File: src/rtl/pc_branch_unit.sv
// pc_branch_unit: fetch PC register with branch redirect, stall-deferred redirect (RUN/HOLD) and saturating redirect counter.
// Optional PC_JUMP_TARGET_EN adds Jump/JumpIndex pseudo-direct jump targets that take priority over branches.
module pc_branch_unit #(
  parameter logic [31:0] RESET_PC = 32'h0000_0000,
  parameter int CNT_W = 16
) (
  input  logic             Clk,
  input  logic             Reset,
  input  logic             Stall,
  input  logic             BranchTaken,
  input  logic [31:0]      BranchBase,
  input  logic [31:0]      ShiftedOffset,
`ifdef PC_JUMP_TARGET_EN
  input  logic             Jump,
  input  logic [25:0]      JumpIndex,
`endif
  output logic [31:0]      PC,
  output logic [31:0]      PCPlus4,
  output logic             FlushIF,
  output logic             RedirectPending,
  output logic [CNT_W-1:0] RedirectCount
);
  typedef enum logic {RUN, HOLD} state_t;
  state_t r_state, w_next;
  logic [31:0] r_pc, r_pend, w_sum, w_tgt, w_apply_tgt;
  logic r_flush, w_take, w_apply, w_capture;
  logic [CNT_W-1:0] r_cnt;
  assign w_sum = BranchBase + ShiftedOffset;
`ifdef PC_JUMP_TARGET_EN
  assign w_take = Jump | BranchTaken;
  assign w_tgt  = Jump ? {BranchBase[31:28], JumpIndex, 2'b00} : {w_sum[31:2], 2'b00};
`else
  assign w_take = BranchTaken;
  assign w_tgt  = {w_sum[31:2], 2'b00};
`endif
  always_ff @(posedge Clk)
    r_state <= Reset ? RUN : w_next;
  always_comb
    w_next = (r_state == RUN) ? ((w_take && Stall) ? HOLD : RUN) : (Stall ? HOLD : RUN);
  // in HOLD any new branch is younger wrong-path work, so only the pending target matters
  always_comb begin
    w_apply     = (r_state == RUN) ? (w_take && !Stall) : !Stall;
    w_capture   = (r_state == RUN) && w_take && Stall;
    w_apply_tgt = (r_state == HOLD) ? r_pend : w_tgt;
  end
  always_ff @(posedge Clk) begin
    if (Reset) begin
      r_pc    <= RESET_PC;
      r_pend  <= '0;
      r_flush <= 1'b0;
      r_cnt   <= '0;
    end else begin
      r_pc    <= w_apply ? w_apply_tgt : (Stall ? r_pc : r_pc + 32'd4);
      r_pend  <= w_capture ? w_tgt : r_pend;
      r_flush <= w_apply;
      r_cnt   <= (w_apply && !(&r_cnt)) ? r_cnt + 1'b1 : r_cnt;
    end
  end
  assign PC              = r_pc;
  assign PCPlus4         = r_pc + 32'd4;
  assign FlushIF         = r_flush;
  assign RedirectPending = (r_state == HOLD);
  assign RedirectCount   = r_cnt;
endmodule

File: config.mk
export PLATFORM = sky130hd
export DESIGN_NAME = pc_branch_unit
export DESIGN_NICKNAME = d
export VERILOG_FILES = /design/src/rtl/pc_branch_unit.sv
export SDC_FILE = /design/constraint.sdc
export NUM_CORES = 1
export LEC_CHECK = 0
export ABC_AREA = 1
export ABC_CLOCK_PERIOD_IN_PS = 3600
export BUFFER_PORTS_ARGS = -buffer_cell sky130_fd_sc_hd__buf_2
export CAP_MARGIN = 5
export CORE_MARGIN = 3
export CORE_UTILIZATION = 60
export DETAILED_ROUTE_END_ITERATION = 8
export GPL_ROUTABILITY_DRIVEN = 0
export GPL_TIMING_DRIVEN = 0
export PLACE_DENSITY_LB_ADDON = 0.15
export SYNTH_ARGS = -nofsm -noshare
export SYNTH_HDL_FRONTEND = slang
export SYNTH_SLANG_ARGS = --single-unit
File: constraint.sdc
create_clock -name Clk -period 3.6 [get_ports Clk]
set_input_delay 0.72 -clock Clk [delete_from_list [all_inputs] [get_ports Clk]]
set_output_delay 0.72 -clock Clk [all_outputs]
set_load 0.01 [all_outputs]
# After elaboration in Yosys (flattened, before gate mapping)
# Cells that the tools add are included.
# W data, S select, Z words.
dict set report totals {
  n_memories 0
  out_inout_bits 82
  word_cells 25
  romBits 0
  ram_bits 0
  ff_bits 80
  in_bits 68
  latchBits 0
}
dict set report classes {
  bitwise_logic 1
  magnitude_cmp 0
  n_mul 0
  shifts 0
  n_reduce_logical 8
  addsub 3
  div 0
  eq_ne 1
  muxes 7
}
# cell n
set ops {}
lappend ops {{$mux W32} 3}
lappend ops {{$add A32 B3 Y32 const B} 1}
lappend ops {{$add A32 B32 Y32} 1}
lappend ops {{$add A16 B1 Y16 const B} 1}
lappend ops {{$reduce_and A16 Y1} 1}
lappend ops {{$logic_and A1 B1 Y1} 5}
lappend ops {{$mux W1} 4}
lappend ops {{$logic_not A1 Y1} 2}
lappend ops {{$ne A2 B1 Y1 const B} 1}
lappend ops {{$not A1 Y1} 1}

# Depth between registers and ports, before layout
# Gate-level depths: netlist of the first run.
dict set report logic_depth {
  ltp_word 4
  ltp_mapped 16
  depth_no_buf 16
}

# Least setup slack after synthesis of the first run
# Ideal clock, no wire load.
dict set report synth_timing {
  path_kind {input port to flip-flop}
  start {in BranchBase[12]}
  end {reg r_pend[29]}
  path_stages 14
  setup_time_ns 0.109
  arrival_ns 2.031
  n_path_buf 0
  slack_ns 1.460
  cell_sequence {ha_1 nand2_1 nor2_1 inv_1 o21bai_1 inv_1 nand2_1 nand2_1 nand2_1 nand2_1 nand2_1 nand2_1 nand2_1 inv_1}
}
dict set report synth_between {
  elab_chain_len 1
}
# element line
set synth_lines {}
lappend synth_lines {{from (decl)} 11} ;# input logic [31:0] BranchBase,
lappend synth_lines {{$add A32 B32 Y32} 28} ;# assign w_sum = BranchBase + ShiftedOffset;
lappend synth_lines {{to (signal assigned)} 54} ;# r_pend <= w_capture ? w_tgt : r_pend;
lappend synth_lines {{to (decl)} 25} ;# logic [31:0] r_pc, r_pend, w_sum, w_tgt, w_apply_tgt;
# No other way between the ends.
# A chain may end at the register's enable or synchronous reset.

# Worst setup path after layout of the first run
dict set report layout_timing {
  start {reg r_pc[11], in the netlist PC[11]}
  end {out PCPlus4[30]}
}
dict set report layout_between {
  elab_chain_len 1
}
# element line
set layout_lines {}
lappend layout_lines {{from (decl)} 25}
lappend layout_lines {{from (signal assigned)} 53} ;# r_pc <= w_apply ? w_apply_tgt : (Stall ? r_pc : r_pc + 32'd4);
lappend layout_lines {{$add A32 B3 Y32} 60} ;# assign PCPlus4 = r_pc + 32'd4;
lappend layout_lines {{to (decl)} 18} ;# output logic [31:0] PCPlus4,
# No other way between the ends.

==> flow_summary.ini, run 1 <==
[outcome]
outcome = complete, no violations

[pwr]
ir_worst_vdd_uv = 235.9
power.total_mw = 2.800
power.density_mw_per_mm2 = 349.3
p_leak_nw = 4.492

[layout]
ff_latch_area_mm2 = 0.001562
fill_cells = 965
drive_gt1_share_pct = 15.60
syn2layout_area_growth_pct = 18.32
multi_input_area_mm2 = 0.004318
diodes = 0
layout_common_cells = nand2_1, inv_1, buf_2
final_common_cell = nand2_1
nets = 1409

[floorplan]
pin_count = 150
dieArea_mm2 = 0.01260
die_h_um = 112.3
die_x_um = 112.3
rows = 38
start_util_pct = 61.95
core_mm2 = 0.01094

[grt]
grt_pass1_wl_um = 33890
grt_use_met3_pct = 3.774
grt_antenna_before_repair = 0
grt_usage_pct = 32.43
grt_pass1_vias = 7082
busiest_layer = met2
met1_usage_pct = 43.86
met2_usage_pct = 52.60
grt_overflow_total = 0
grt_start_max_net_pins = 14

[logic_synthesis]
ys_dominant_reg_cell = dfxtp_1
synth_edf_count = 0
syn_inst = 1151
syn_area_mm2 = 0.006774
yosys_warnings = 0
yosys_register_bits = 78
avgSynthCellArea_um2 = 5.885
synth_async_sr_flop_share_pct = 0
seq_area_frac_synth_pct = 23.05
ys_types = 42

[timing]
finClkSkew_ps = 11.40
worst_pin_slew_ps = 602.0
finalCriticalPeriod_ps = 2927
rsz0062_at_grt = no
setup_tns_ps = 0
relSlewSlack_pct = 59.87
layout_setup_ws_ps = 673.1
hold_viol = 0
post-route-period-util_pct = 81.30
finalMaxSlewViolations = 0
finalSetupViolCount = 0
clock.fmax_mhz = 341.7

[clock_tree]
clock_latency_ps = 330
cts.sinks = 78
htree_levels = 3
post-cts-setup-buffer-count = 0
cts_root_buf = clkbuf_16
cts.clk_slew.worst_paths_ps = 60
post_cts_resized = 0
cts_tree = yes
clockBufferDepth = 2
holdBufCountCts = 0
cts_buffers = 9

[critical_path]
cp_slowest_stage_delay_ps = 390
cp_slowest_cell = dfxtp_1
crit_arrival_ps = 2210
crit_chain = inv_1 -> nor3_1 -> nand2_1 -> nor3_2 -> nand3_1 -> nand2_1 -> buf_2
crit_path_frequent_cell = nand2_1
crit_type = register to output pin
start_kind = register
cp_data_required_time_ps = 2880
cp.buffers_inverters = 2
setup.worst_path.end_class = output pin
critPathTopFamily = simple AND/OR/NAND/NOR gates
crit_fanout = 4

[route]
dr_total_vias = 7874
drt_iter0_markers = 870
drt_wl_total_um = 20500
viasPerCell = 5.415
antenna_left = 0
drtPass1Iterations = 6
avgRoutedWirePerCell_um = 14.10
route.detailed.drc = 0

[placed_design]
dp_hpwl_um = 16310
dp_slack_ps = 1027
portBuffers = 144

[flow_run]
drv_cap = 0

[hold_path]
hold_path_class = register to register
## through the flow
stage	instance area [um^2]	cells	util [%]	hold slack, ps
finish	8015	1454	73.30	501.2
global route	8015	1454	73.30	519.2
CTS	8015	1454	73.30	494.9
detailed placement	7681	1438	70.24	485.1
global placement	7681	1438	70.24	478.1
floorplan	6785	1154	-	468.2
## synth_stat cells (14+ instances only)
| library cell | count | share of area, % |
|---|---|---|
| a21oi_1 | 87 | 6.4 |
| clkbuf_1 | 20 | 1.1 |
| dfxtp_1 | 78 | 23 |
| ha_1 | 32 | 5.9 |
| inv_1 | 194 | 11 |
| nand2_1 | 325 | 18 |
| nand3_1 | 74 | 5.5 |
| nand4_1 | 14 | 1.3 |
| nor2_1 | 124 | 6.9 |
| nor3_1 | 20 | 1.5 |
| o211ai_1 | 15 | 1.7 |
| o21ai_0 | 54 | 4.0 |
| xor2_1 | 32 | 4.1 |
## tightest hold or removal path, delay by kind of cell, from the launching register on
family	cells	cell delay, ps
AOI/OAI and AO/OA	1	50
DFF	1	330
and+or+nand+nor	1	80
## path summary, 6_finish.rpt
kind	start	end	slack (ps)	depth (start not counted)
min	RedirectCount[8]$_SDFFE_PP0P_	RedirectCount[9]$_SDFFE_PP0P_	500	2
max	PC[11]$_SDFFE_PP0P_	PCPlus4[30]	670	7
min reg2reg	RedirectCount[8]$_SDFFE_PP0P_	RedirectCount[9]$_SDFFE_PP0P_	500	2
max reg2reg	RedirectPending$_SDFF_PP0_	RedirectCount[13]$_SDFFE_PP0P_	1520	10
## power breakdown
| group | internal, mW | total [mW] | leakage [nW] | switching [mW] |
|---|---|---|---|---|
| clock network | 0.645 | 1.00 | 0.162 | 0.357 |
| registers | 0.921 | 0.986 | 0.641 | 0.0656 |
| logic | 0.285 | 0.812 | 3.69 | 0.527 |
## final cells by class
type | instances | area share (%)
inverters | 202 | 9.460
clock inverters | 5 | 1.015
clock buffers | 11 | 3.153
well taps | 140 | 2.185
plain buffers | 33 | 1.842
multi-input cells | 841 | 53.87
repair buffers | 144 | 8.992
flip-flops and latches | 78 | 19.48
## kinds of logic (layout without fill, tap and decap cells)
family                   Yosys count  count (layout)  share of synthesized area, %
flip-flops                        78              78                         23.05
buffers and inverters            235             395                         13.37
other                              1               4                       0.05536
adder cells (fa/ha/maj)           32              32                         5.911
AO/OA/AOI/OAI                    177             177                         14.39
AND/OR/NAND/NOR                  589             589                         37.63
XOR/XNOR                          39              39                         5.597
## routing by layer
metal | share of wire (%) | wire length [um]
met1 | 42 | 8668
met2 | 45 | 9143
met3 | 8.9 | 1829
met4 | 4.2 | 856
met5 | 0 | 0
## state kept, by name (all words and copies together) (netlist names)
| name | cells |
|---|---|
| r_pend | 30 |
| FlushIF | 1 |
| RedirectCount | 16 |
| PC | 30 |
| RedirectPending | 1 |
Note: power is estimated with default switching activity, not from simulation.
==> inputs of run 2 (changes only) <==
Settings changed: ABC_CLOCK_PERIOD_IN_PS 3600 to 3000, CORE_UTILIZATION 60 to 56.
Clock period 3.6 ns to 3 ns, I/O delays scaled along.
==> flow_summary.ini, run 2 (synthesis gave the netlist of run 1 again) <==
[outcome]
outcome = complete, no violations

[timing]
layout_setup_ws_ps = 319.6
finalMaxSlewViolations = 0
clock.fmax_mhz = 373.1
finalSetupViolCount = 0
finalCriticalPeriod_ps = 2680
relSlewSlack_pct = 51.03
worst_pin_slew_ps = 734.6
finClkSkew_ps = 6.191
post-route-period-util_pct = 89.35
setup_tns_ps = 0
hold_viol = 0
rsz0062_at_grt = no

[hold_path]
hold_path_class = register to register

[route]
drtPass1Iterations = 5
drt_iter0_markers = 836
drt_wl_total_um = 20320
dr_total_vias = 7850
viasPerCell = 5.388
antenna_left = 0
route.detailed.drc = 0
avgRoutedWirePerCell_um = 13.95

[floorplan]
die_x_um = 116.0
pin_count = 150
core_mm2 = 0.01161
dieArea_mm2 = 0.01345
die_h_um = 116.0
start_util_pct = 58.33
rows = 39

[critical_path]
cp_data_required_time_ps = 2400
crit_type = register to output pin
rrSetupSlack_ps = 1030
crit_arrival_ps = 2080
crit_fanout = 4
start_kind = register
setup.worst_path.end_class = output pin

[clock_tree]
holdBufCountCts = 0
cts_tree = yes
clock_latency_ps = 340
cts.sinks = 78
post-cts-setup-buffer-count = 0
cts.clk_slew.worst_paths_ps = 60
cts_buffers = 9
post_cts_resized = 0
htree_levels = 3
clockBufferDepth = 2
cts_root_buf = clkbuf_16

[pwr]
power.density_mw_per_mm2 = 420.0
p_leak_nw = 4.497
ir_worst_vdd_uv = 339.6

[layout]
layout_common_cells = nand2_1, inv_1, buf_2
drive_gt1_share_pct = 15.53
final_common_cell = nand2_1
syn2layout_area_growth_pct = 18.40
nets = 1409
diodes = 0

[grt]
grt_pass1_wl_um = 32380
grt_antenna_before_repair = 0
grt_overflow_total = 0
grt_pass1_vias = 7088
grt_start_max_net_pins = 13
grt_usage_pct = 30.05

[placed_design]
dp_hpwl_um = 16310
dp_slack_ps = 473.1
portBuffers = 144

[flow_run]
drv_cap = 0
[run 2: changes by cell type in the layout (fill, tap and decap cells not counted)]
cell        delta
clkbuf_1       +1
clkbuf_8       +1
clkinv_4       -1
clkinvlp_4     -1
[run 2: metrics by stage]
stage / cell area, um^2 / total power [mW] / instances / hold slack, ps / utilization, %
after floorplan: 6785 / 1.838 / 1154 / 468.2 / -
after global placement: 7685 / 2.140 / 1441 / 482.7 / 66.17
after detailed placement: 7685 / 2.154 / 1441 / 481.2 / 66.17
after CTS: 8020 / 3.360 / 1457 / 501.0 / 69.06
after global routing: 8020 / 3.557 / 1457 / 529.8 / 69.06
final: 8020 / 3.368 / 1457 / 503.3 / 69.06
[run 2: final timing paths]
path	start	end	cells past startpoint
worst min register to register	r_pend[26]$_SDFFE_PP0P_	r_pend[26]$_SDFFE_PP0P_	2
worst max register to register	RedirectPending$_SDFF_PP0_	PC[31]$_SDFFE_PP0P_	8
worst min-delay path	r_pend[26]$_SDFFE_PP0P_	r_pend[26]$_SDFFE_PP0P_	2
worst max-delay path	PC[3]$_SDFFE_PP0P_	PCPlus4[20]	7
[run 2: power by group]
part	switching, mW	leakage, nW	total, mW	internal, mW
clock	0.420	0.166	1.22	0.796
combinational	0.626	3.69	0.967	0.342
sequential	0.0799	0.641	1.18	1.10
[run 2: critical path: stages, from the launching register on]
cell     delay (ps)
dfxtp_1         430
ha_1            270
nand2_2         140
nor2_4          190
nand3_2         130
nor2_2          190
xor2_2          220
buf_2           170
[run 2: cell type report]
type,count,area [um^2]
inverter,202,758.2
tap,143,178.9
clock buffer,13,270.3
clock inverter,3,65.06
buffer,33,147.6
multi-input combinational,841,4318
sequential,78,1562
timing repair buffer,144,720.7
fill,1128,3593
[run 2: routing by layer]
| layer | part of all wire (%) | vias up | GRT usage (%) |
|---|---|---|---|
| met4 | 2.8 | 0 | 11.37 |
| met3 | 7.0 | 50 | 4.700 |
| met5 | 0 | - | 0 |
| li1 | - | 3952 | - |
| met2 | 47 | 303 | 50.02 |
| met1 | 44 | 3545 | 39.27 |
